**config.mk**
```make
export PLATFORM = sky130hd
export DESIGN_NAME = uart_rx
export DESIGN_NICKNAME = d
export VERILOG_FILES = /design/src/rtl/uart_pkg.sv /design/src/rtl/rx_synchronizer.sv /design/src/rtl/uart_rx.sv
export SDC_FILE = /design/constraint.sdc
export NUM_CORES = 1
export LEC_CHECK = 0
export ABC_AREA = 1
export BUFFER_PORTS_ARGS = -buffer_cell sky130_fd_sc_hd__buf_2
export CAP_MARGIN = 10
export CORE_UTILIZATION = 50
export DETAILED_ROUTE_END_ITERATION = 10
export GPL_ROUTABILITY_DRIVEN = 0
export PLACE_DENSITY = 0.81
export SLEW_MARGIN = 10
export SYNTH_ARGS = -nofsm -noshare
export SYNTH_HDL_FRONTEND = slang
export SYNTH_HIERARCHICAL = 1
export SYNTH_SLANG_ARGS = --single-unit
```
**constraint.sdc**
```tcl
create_clock -name clk -period 1.95 [get_ports clk]
set_clock_uncertainty 0.1 [all_clocks]
set_input_delay 0.195 -clock clk [delete_from_list [all_inputs] [get_ports clk]]
set_output_delay 0.195 -clock clk [all_outputs]
set_load 0.1 [all_outputs]
```
**src/rtl/uart_pkg.sv**
```systemverilog
// -----------------------------------------------------------------------------
// uart_pkg
// Definitions shared by the UART receiver and transmitter:
//   - RX state encodings and the RX state enum
//   - default bit period and synchronizer depth
//   - uart_parity(): parity bit for a data word (even or odd)
// -----------------------------------------------------------------------------
package uart_pkg;

    localparam int DEFAULT_CLOCKS_PER_BIT             = 8;
    localparam int DEFAULT_NUMBER_OF_RX_SYNCHRONIZERS = 3;

    localparam logic [2:0] RX_IDLE_ENC       = 3'd0;
    localparam logic [2:0] RX_START_BIT_ENC  = 3'd1;
    localparam logic [2:0] RX_DATA_BIT_ENC   = 3'd2;
    localparam logic [2:0] RX_PARITY_BIT_ENC = 3'd3;
    localparam logic [2:0] RX_STOP_BIT_ENC   = 3'd4;
    localparam logic [2:0] RX_WAIT_IDLE_ENC  = 3'd5;

    typedef enum logic [2:0] {
        IDLE       = RX_IDLE_ENC,
        START_BIT  = RX_START_BIT_ENC,
        DATA_BIT   = RX_DATA_BIT_ENC,
        PARITY_BIT = RX_PARITY_BIT_ENC,
        STOP_BIT   = RX_STOP_BIT_ENC,
        WAIT_IDLE  = RX_WAIT_IDLE_ENC
    } rx_state_t;

    // Parity bit that makes XOR(data, parity) equal parity_type
    // (0 = even, 1 = odd). Narrower words are zero-extended by the caller,
    // which does not change the XOR.
    function automatic logic uart_parity(input logic [63:0] data, input logic parity_type);
        return (^data) ^ parity_type;
    endfunction

endpackage

```
**src/rtl/rx_synchronizer.sv**
```systemverilog
// -----------------------------------------------------------------------------
// rx_synchronizer
// N-stage flip-flop chain bringing the asynchronous serial line into the clk
// domain. All stages reset to 1 so a reset never looks like a start bit.
// Ports:
//   clk      in  clock
//   reset    in  asynchronous active-high reset
//   async_i  in  asynchronous input
//   sync_o   out synchronized output (last stage)
// NUMBER_OF_RX_SYNCHRONIZERS must be >= 2.
// -----------------------------------------------------------------------------
module rx_synchronizer #(
    parameter int NUMBER_OF_RX_SYNCHRONIZERS = 3
) (
    input  logic clk,
    input  logic reset,
    input  logic async_i,
    output logic sync_o
);

    logic [NUMBER_OF_RX_SYNCHRONIZERS-1:0] sync_q;

    // Shift chain, stage 0 samples the raw line
    always_ff @(posedge clk or posedge reset) begin
        if (reset) begin
            sync_q <= '1;
        end else begin
            sync_q <= {sync_q[NUMBER_OF_RX_SYNCHRONIZERS-2:0], async_i};
        end
    end

    assign sync_o = sync_q[NUMBER_OF_RX_SYNCHRONIZERS-1];

endmodule

```
**src/rtl/uart_rx.sv**
```systemverilog
// -----------------------------------------------------------------------------
// uart_rx
// UART receiver: synchronizes serial_in, oversamples each bit CLOCKS_PER_BIT
// times, sampling mid-bit, and deserializes start / data (LSB first) /
// optional parity / stop. Each frame ends in a one-cycle data_is_valid pulse
// (good frame) or rx_error pulse (parity or framing error).
// Ports:
//   clk             in  clock
//   reset           in  asynchronous active-high reset
//   serial_in       in  asynchronous serial line, idles high
//   received_data   out last good frame, held between frames
//   data_is_valid   out one-cycle pulse, new received_data
//   rx_error        out one-cycle pulse, parity or framing error
//   break_detected  out level, break seen (only with UART_RX_BREAK_DETECT_EN)
// Optional feature: define UART_RX_BREAK_DETECT_EN to enable break detection;
// otherwise break_detected is tied low.
// -----------------------------------------------------------------------------
module uart_rx
    import uart_pkg::*;
#(
    parameter int INPUT_DATA_WIDTH           = 8,
    parameter int PARITY_ENABLED             = 1,
    parameter int PARITY_TYPE                = 0,
    parameter int CLOCKS_PER_BIT             = DEFAULT_CLOCKS_PER_BIT,
    parameter int NUMBER_OF_RX_SYNCHRONIZERS = DEFAULT_NUMBER_OF_RX_SYNCHRONIZERS
) (
    input  logic                        clk,
    input  logic                        reset,
    input  logic                        serial_in,
    output logic [INPUT_DATA_WIDTH-1:0] received_data,
    output logic                        data_is_valid,
    output logic                        rx_error,
    output logic                        break_detected
);

    localparam int CW = (CLOCKS_PER_BIT   > 2) ? $clog2(CLOCKS_PER_BIT)   : 1;
    localparam int BW = (INPUT_DATA_WIDTH > 2) ? $clog2(INPUT_DATA_WIDTH) : 1;

    localparam logic [CW-1:0] HALF_LAST = CW'(CLOCKS_PER_BIT / 2 - 1);
    localparam logic [CW-1:0] BIT_LAST  = CW'(CLOCKS_PER_BIT - 1);
    localparam logic [BW-1:0] IDX_LAST  = BW'(INPUT_DATA_WIDTH - 1);

    logic                        rx_sync_s;
    logic                        parity_ok_s;

    rx_state_t                   state_q,         state_d;
    logic [CW-1:0]               clk_cnt_q,       clk_cnt_d;
    logic [BW-1:0]               bit_idx_q,       bit_idx_d;
    logic [INPUT_DATA_WIDTH-1:0] shift_q,         shift_d;
    logic                        parity_q,        parity_d;
    logic [INPUT_DATA_WIDTH-1:0] received_data_q, received_data_d;
    logic                        valid_q,         valid_d;
    logic                        error_q,         error_d;
`ifdef UART_RX_BREAK_DETECT_EN
    logic                        break_q,         break_d;
`endif

    rx_synchronizer #(
        .NUMBER_OF_RX_SYNCHRONIZERS(NUMBER_OF_RX_SYNCHRONIZERS)
    ) u_sync (
        .clk    (clk),
        .reset  (reset),
        .async_i(serial_in),
        .sync_o (rx_sync_s)
    );

    // Without a parity bit every frame counts as parity-ok
    assign parity_ok_s = (PARITY_ENABLED == 0) ||
                         (parity_q == uart_parity(64'(shift_q), 1'(PARITY_TYPE)));

    // Frame FSM: next state, counters, shift register and output pulses
    always_comb begin
        state_d         = state_q;
        clk_cnt_d       = clk_cnt_q;
        bit_idx_d       = bit_idx_q;
        shift_d         = shift_q;
        parity_d        = parity_q;
        received_data_d = received_data_q;
        valid_d         = 1'b0;
        error_d         = 1'b0;
`ifdef UART_RX_BREAK_DETECT_EN
        break_d         = break_q;
`endif
        case (state_q)
            IDLE: begin
                if (!rx_sync_s) begin
                    state_d   = START_BIT;
                    clk_cnt_d = '0;
                end else begin
                    state_d   = IDLE;
                end
            end
            START_BIT: begin
                // Half a bit in: mid-point of the start bit
                if (clk_cnt_q == HALF_LAST) begin
                    clk_cnt_d = '0;
                    if (!rx_sync_s) begin
                        state_d   = DATA_BIT;
                        bit_idx_d = '0;
                    end else begin
                        state_d   = IDLE;
                    end
                end else begin
                    clk_cnt_d = clk_cnt_q + CW'(1);
                end
            end
            DATA_BIT: begin
                if (clk_cnt_q == BIT_LAST) begin
                    clk_cnt_d = '0;
                    // LSB arrives first, so shift in from the top
                    shift_d   = {rx_sync_s, shift_q[INPUT_DATA_WIDTH-1:1]};
                    if (bit_idx_q == IDX_LAST) begin
                        bit_idx_d = '0;
                        if (PARITY_ENABLED != 0) begin
                            state_d = PARITY_BIT;
                        end else begin
                            state_d = STOP_BIT;
                        end
                    end else begin
                        bit_idx_d = bit_idx_q + BW'(1);
                    end
                end else begin
                    clk_cnt_d = clk_cnt_q + CW'(1);
                end
            end
            PARITY_BIT: begin
                if (clk_cnt_q == BIT_LAST) begin
                    clk_cnt_d = '0;
                    parity_d  = rx_sync_s;
                    state_d   = STOP_BIT;
                end else begin
                    clk_cnt_d = clk_cnt_q + CW'(1);
                end
            end
            STOP_BIT: begin
                if (clk_cnt_q == BIT_LAST) begin
                    clk_cnt_d = '0;
                    if (rx_sync_s) begin
                        state_d = IDLE;
                        if (parity_ok_s) begin
                            received_data_d = shift_q;
                            valid_d         = 1'b1;
                        end else begin
                            error_d         = 1'b1;
                        end
                    end else begin
                        // Framing error: wait for the line to rise before
                        // looking for another start bit
                        state_d = WAIT_IDLE;
                        error_d = 1'b1;
`ifdef UART_RX_BREAK_DETECT_EN
                        break_d = (shift_q == '0) &&
                                  ((PARITY_ENABLED == 0) || !parity_q);
`endif
                    end
                end else begin
                    clk_cnt_d = clk_cnt_q + CW'(1);
                end
            end
            WAIT_IDLE: begin
                if (rx_sync_s) begin
                    state_d = IDLE;
`ifdef UART_RX_BREAK_DETECT_EN
                    break_d = 1'b0;
`endif
                end else begin
                    state_d = WAIT_IDLE;
                end
            end
            default: begin
                state_d   = IDLE;
                clk_cnt_d = '0;
                bit_idx_d = '0;
            end
        endcase
    end

    // State and datapath registers
    always_ff @(posedge clk or posedge reset) begin
        if (reset) begin
            state_q         <= IDLE;
            clk_cnt_q       <= '0;
            bit_idx_q       <= '0;
            shift_q         <= '0;
            parity_q        <= 1'b0;
            received_data_q <= '0;
            valid_q         <= 1'b0;
            error_q         <= 1'b0;
`ifdef UART_RX_BREAK_DETECT_EN
            break_q         <= 1'b0;
`endif
        end else begin
            state_q         <= state_d;
            clk_cnt_q       <= clk_cnt_d;
            bit_idx_q       <= bit_idx_d;
            shift_q         <= shift_d;
            parity_q        <= parity_d;
            received_data_q <= received_data_d;
            valid_q         <= valid_d;
            error_q         <= error_d;
`ifdef UART_RX_BREAK_DETECT_EN
            break_q         <= break_d;
`endif
        end
    end

    assign received_data = received_data_q;
    assign data_is_valid = valid_q;
    assign rx_error      = error_q;
`ifdef UART_RX_BREAK_DETECT_EN
    assign break_detected = break_q;
`else
    assign break_detected = 1'b0;
`endif

endmodule

```
### Word-level counts from Yosys, hierarchy flattened

Cells that the tools add are included.

* word-level logic and storage cells: 64
* input bits: 3
* output and inout port bits: 11
* flip-flop bits (word level): 31

* reduce and logical (&&, ||, !) cells: 10
* bitwise operators: 2
* equal/unequal tests: 16
* $add $sub $neg: 2
* multiplexer cells: 25

Operators by type and width (count)
* XOR reduction 64 bit: 1
* two-way mux 3 bit: 12
* one-hot mux 3 bit (6 select lines): 1
* != test 2 bit, second input constant: 7
* == test 3 bit, second input constant: 4
* one-hot mux 3 bit (4 select lines): 1
* == test 3 x 2 -> 1 bit, second input constant: 3
* two-way mux 1 bit: 9
* one-hot mux 3 bit (3 select lines): 1
* AND reduction 4 bit: 2
* adder 3 x 1 -> 3 bit, second input constant: 2
* AND reduction 2 bit: 3
* AND reduction 5 bit: 1
* OR reduction 4 bit: 1
* == test 3 x 1 -> 1 bit, second input constant: 1
* zero test 3 bit: 1
* OR reduction 3 bit: 1
* two-way mux 2 bit: 1
* NOT 1 bit: 2
* == test 1 bit: 1

### Depth between registers and ports, before layout

* depth in word-level cells: 6
* mapped depth: 11

### Cells and area by module

Netlist, hierarchy kept.

Modules (own cells, without submodules)
* uart_rx: area an instance 1576.5 sq um, cells each 193, times used 1
* rx_synchronizer: area an instance 82.6 sq um, cells each 4, times used 1

### Worst setup path after synthesis

No wires, ideal clock.

* kind: reg-to-reg
* from: register clk_cnt_q[0]
* to: register received_data_q[0], in the netlist received_data[0]
* stages on the path, launching flop included: 8
* clock period less this slack: 1571 ps
* path slack: 379 ps
* data arrival time: 1351 ps
* cells stage by stage: dfrtp_1 -> ha_1 -> ha_1 -> inv_1 -> nor2_4 -> nand4_4 -> nand2_1 -> nand2_1

* word-level cells in the longest chain between the ends: 2

RTL lines
* from (decl): line uart_rx.sv:47 `logic [CW-1:0] clk_cnt_q, clk_cnt_d;`
* from (signal assigned): line uart_rx.sv:194 `clk_cnt_q <= clk_cnt_d;`
* == test 3 bit: line uart_rx.sv:136 `if (clk_cnt_q == BIT_LAST) begin`
* AND reduction 4 bit (no line)
* to (signal assigned): line uart_rx.sv:198 `received_data_q <= received_data_d;`
* to (decl): line uart_rx.sv:51 `logic [INPUT_DATA_WIDTH-1:0] received_data_q, received_data_d;`

No other way between the ends.
A chain may end at the register's enable or synchronous reset.

### Worst setup path in the final report

* from: register clk_cnt_q[0]
* to: register received_data_q[2], in the netlist received_data[2]

Same word-level chain as after synthesis.

==> summary.txt <==
Setup path
  – R2r endpoint: received_data[2]$_DFFE_PP0P_
  – Biggest cell delay along the critical path: 0.38 ns
  – Crit path max-delay family: simple AND/OR/NAND/NOR gates
  – Worst R2R Start: clk_cnt_q[0]$_DFFE_PP0P_
  – CP cell instances: ha_1 > ha_1 > inv_1 > nor2_4 > nand4_4 > nand2_1 > nand2_1
  – Critical Path Start Type: flop
  – Worst reg-to-reg setup slack: 0.18 ns
  – Classification of the worst setup path: flop to flop
  – Worst Setup End Kind: flop
  – WP data required: 2.08 ns
  – Length in cells of the worst reg-to-reg path: 7
  – Critical Path AT: 1.91 ns
  – Worst-path cell with the longest stage delay: sky130_fd_sc_hd__dfrtp_1
  – Worst-path maximum fanout: 10
  – Buffer and inverter count on the worst path: 1

Global routing
  – Gr usage total: 18.6%
  – Number of antenna violations at the first check in global routing: 0
  – Via count of the first global-routing pass: 1175
  – Wire length of the first global-routing pass: 4810 um
  – Congestion Overflow GR: 0
  – Pin count of the biggest net entering global routing: 29

Power and ir drop
  – PD cells: 1070 nW/um2
  – Net Switching: 0.738 mW
  – Proportion of power drawn by flip-flops and latches: 40.1%
  – Maximum ir drop on the vdd rail: 0.685 mV
  – Clock group share of total power: 26.0%
  – Fraction of power consumed by combinational cells: 33.9%
  – P_int: 1.28 mW
  – Static Leak: 1.01 nW
  – Switch share: 36.6%

Detailed routing
  – First-pass iteration count of the detailed router: 4
  – Total vias in the final route: 1295
  – Total Routed Length: 2890 um
  – Per-cell routed wire length: 11.0 um
  – Iter 0 DRT Violations: 52
  – Number of design rule violations left after detail routing: 0
  – Post-route antenna net violation count: 0
  – Via count normalized by instance count: 4.94

Cells and area
  – Total of fill cells in the finished design: 276
  – Net count of the finished layout: 227
  – Share of cells above drive strength 1: 20.6%
  – Antenna diodes: 0
  – Syn-to-layout area delta: 13.0%

Min path
  – Hold-critical path depth: 0
  – Hold Path Origin: u_sync/sync_q[1]$_DFF_PP1_
  – Min-Delay Path Class: flop to flop
  – Worst hold path endpoint: u_sync/sync_q[2]$_DFF_PP1_

STA
  – Number of slew-limit violations in the final report: 0
  – Min setup slack post-route: 0.178 ns
  – Period utilisation layout: 90.9%
  – Count of endpoints failing setup in the final report: 0
  – Fmax: 564 MHz
  – Final count of hold timing violations: 0
  – Min Clock Period, post-route: 1.77 ns
  – Final total negative setup slack: 0 ns
  – RSZ-0062 raised after global routing: no

CTS
  – Clock buffer count from CTS: 5
  – Clock-pin slew reported for the worst setup and hold paths after clock tree synthesis: 0.10 ns
  – Longest Clk Path Bufs: 2
  – CTS root buf: sky130_fd_sc_hd__clkbuf_4
  – CTS tree: done
  – Number of sinks handled by clock tree synthesis: 31
  – H-tree level count: 2
  – Post-CTS Resized: 0
  – Clk Latency, worst-skew pair: 0.34 ns

Floorplan
  – Die Span Y: 59.6 um
  – Initial core utilization: 53.5%
  – Area of the die: 3550 um2
  – Number of top-level design ports: 14
  – Die span in x: 59.6 um
  – Standard-cell rows: 20
  – Area of the placeable core: 3100 um2

Yosys
  – Leading post-synthesis cells by instance count: 67 x sky130_fd_sc_hd__nand2_1, 28 x sky130_fd_sc_hd__dfrtp_1, 22 x sky130_fd_sc_hd__inv_1, 12 x sky130_fd_sc_hd__nand3_1
  – Yosys warnings: 6
  – Area share of the leading cell type in the synthesized netlist: 42.2%
  – Cell taking the most area after synthesis: sky130_fd_sc_hd__dfrtp_1
  – Number of synthesized flops with an enable pin: 0
  – Fraction of the yosys area taken by sequential cells: 47.0%
  – Most used flip-flop cell after synthesis: sky130_fd_sc_hd__dfrtp_1
  – #FFs+latches synth: 31
  – Leading post-synthesis cells by cell area: sky130_fd_sc_hd__dfrtp_1 42%, sky130_fd_sc_hd__nand2_1 15%, sky130_fd_sc_hd__ha_1 5.3%
  – Most instantiated library cell after synthesis: sky130_fd_sc_hd__nand2_1
  – Mean cell area of the mapped netlist: 8.42 um2
  – Nets in the synthesized netlist: 207
  – Number of distinct standard cells referenced by the synthesized netlist: 29
  – Cell count after synthesis: 197
  – Async SR Flop Fraction: 100%
  – Post-synthesis instance area: 1660 um2

Placement
  – Post-detailed-placement half-perimeter wirelength: 2100 um
  – Count of input and output buffers: 12
  – Setup slack at placement: 0.196 ns

Status
  – Result of the run: completed

Job
  – Max cap viols: 0
[metrics by stage]
| stage | instance area [um2] | std cells | total power [mW] | utilization [%] | hold slack, ns |
|---|---|---|---|---|---|
| final | 1880 | 262 | 2.02 | 60.4 | 0.262 |
| after global routing | 1880 | 262 | 2.15 | 60.4 | 0.266 |
| after CTS | 1880 | 262 | 2.03 | 60.4 | 0.263 |
| after detailed placement | 1770 | 252 | 1.49 | 57.0 | 0.165 |
| after global placement | 1770 | 252 | 1.48 | 57.0 | 0.157 |
| after floorplan | 1660 | 197 | 1.37 | - | 0.0283 |
[kinds of logic after synthesis]
logic type      share of synthesized area [%]
flops                                    47.0
compound gates                           10.4
fa+ha+maj                                5.28
other cells                             0.226
simple gates                             30.2
buf+inv                                  6.86
[worst register-to-register path: stages, from the launching register on]
cell and delay (ns):
sky130_fd_sc_hd__dfrtp_1 0.38, sky130_fd_sc_hd__ha_1 0.23, sky130_fd_sc_hd__ha_1 0.25, sky130_fd_sc_hd__inv_1 0.10
sky130_fd_sc_hd__nor2_4 0.25, sky130_fd_sc_hd__nand4_4 0.19, sky130_fd_sc_hd__nand2_1 0.11, sky130_fd_sc_hd__nand2_1 0.06
[cell usage in the layout, fill, tap and decap left out, types with 2 or more instances in the layout]
| master | synthesis | layout |
|---|---|---|
| sky130_fd_sc_hd__dlygate4sd3_1 | 0 | 2 |
| sky130_fd_sc_hd__a21oi_1 | 4 | 4 |
| sky130_fd_sc_hd__nor2_1 | 8 | 8 |
| sky130_fd_sc_hd__nand3_1 | 12 | 12 |
| sky130_fd_sc_hd__nand3_2 | 2 | 2 |
| sky130_fd_sc_hd__clkbuf_4 | 0 | 5 |
| sky130_fd_sc_hd__buf_2 | 1 | 12 |
| sky130_fd_sc_hd__nand2_4 | 2 | 2 |
| sky130_fd_sc_hd__o21ai_0 | 8 | 8 |
| sky130_fd_sc_hd__o221ai_1 | 2 | 2 |
| sky130_fd_sc_hd__ha_1 | 7 | 7 |
| sky130_fd_sc_hd__dfrtp_1 | 28 | 28 |
| sky130_fd_sc_hd__o21ai_1 | 8 | 8 |
| sky130_fd_sc_hd__dfstp_2 | 3 | 3 |
| sky130_fd_sc_hd__nand2_1 | 67 | 67 |
| sky130_fd_sc_hd__nand2_2 | 4 | 4 |
| sky130_fd_sc_hd__inv_2 | 5 | 5 |
| sky130_fd_sc_hd__inv_1 | 22 | 22 |
| sky130_fd_sc_hd__a31oi_1 | 2 | 2 |
[repair_timing]
item,4_1_cts,5_1_grt
buffers inserted,0,0
hold buffers,2,0
setup endpoints to repair,0,0
endpoints found under the hold margin,32,0
[cell type report]
type | count | area (um2) | area share (%)
sequential | 31 | 779 | 41.6
multi-input combinational | 137 | 766 | 40.8
inverter | 27 | 101 | 5.40
timing repair buffer | 15 | 87.6 | 4.67
tap | 44 | 55.1 | 2.94
clock buffer | 6 | 51.3 | 2.74
clock inverter | 2 | 35.0 | 1.87
[sequential cells by signal, indices dropped and copies added, names as in the netlist]
signal	cells
bit_idx_q	3
clk_cnt_q	3
data_is_valid	1
parity_q	1
received_data	8
rx_error	1
shift_q	8
state_q	3
u_sync/sync_q	3
[how the worst max path moves through the flow]
stage / endpoint / slack, ns / cells after the start / startpoint
5_1_grt: received_data[3]$_DFFE_PP0P_ / 0.07 / 7 / clk_cnt_q[0]$_DFFE_PP0P_
4_1_cts: received_data[2]$_DFFE_PP0P_ / 0.17 / 7 / clk_cnt_q[0]$_DFFE_PP0P_
6_report: received_data[2]$_DFFE_PP0P_ / 0.18 / 7 / clk_cnt_q[0]$_DFFE_PP0P_
3_5_place_dp: received_data[1]$_DFFE_PP0P_ / 0.20 / 7 / clk_cnt_q[0]$_DFFE_PP0P_
3_3_place_gp: received_data[0]$_DFFE_PP0P_ / 0.25 / 7 / clk_cnt_q[0]$_DFFE_PP0P_
2_1_floorplan: received_data[0]$_DFFE_PP0P_ / 0.38 / 7 / clk_cnt_q[0]$_DFFE_PP0P_
[power by group through the flow]
stage	Sequential (mW)	Combinational (mW)	Clock, mW
final	0.809	0.683	0.524
after floorplan	0.809	0.564	0
after global placement	0.819	0.663	0
after detailed placement	0.821	0.673	0
after global routing	0.820	0.768	0.564
after CTS	0.808	0.680	0.538
[per-layer routing]
| metal | wire [um] | up-vias | global-route usage [%] | part of all wire, % |
|---|---|---|---|---|
| met5 | 0 | - | 0 | 0 |
| met4 | 73 | 0 | 11.0 | 2.5 |
| met3 | 111 | 10 | 6.33 | 3.8 |
| met2 | 1390 | 27 | 28.3 | 48 |
| met1 | 1310 | 591 | 22.9 | 45 |
| li1 | - | 667 | - | - |
(Power assumes the default switching activity.)
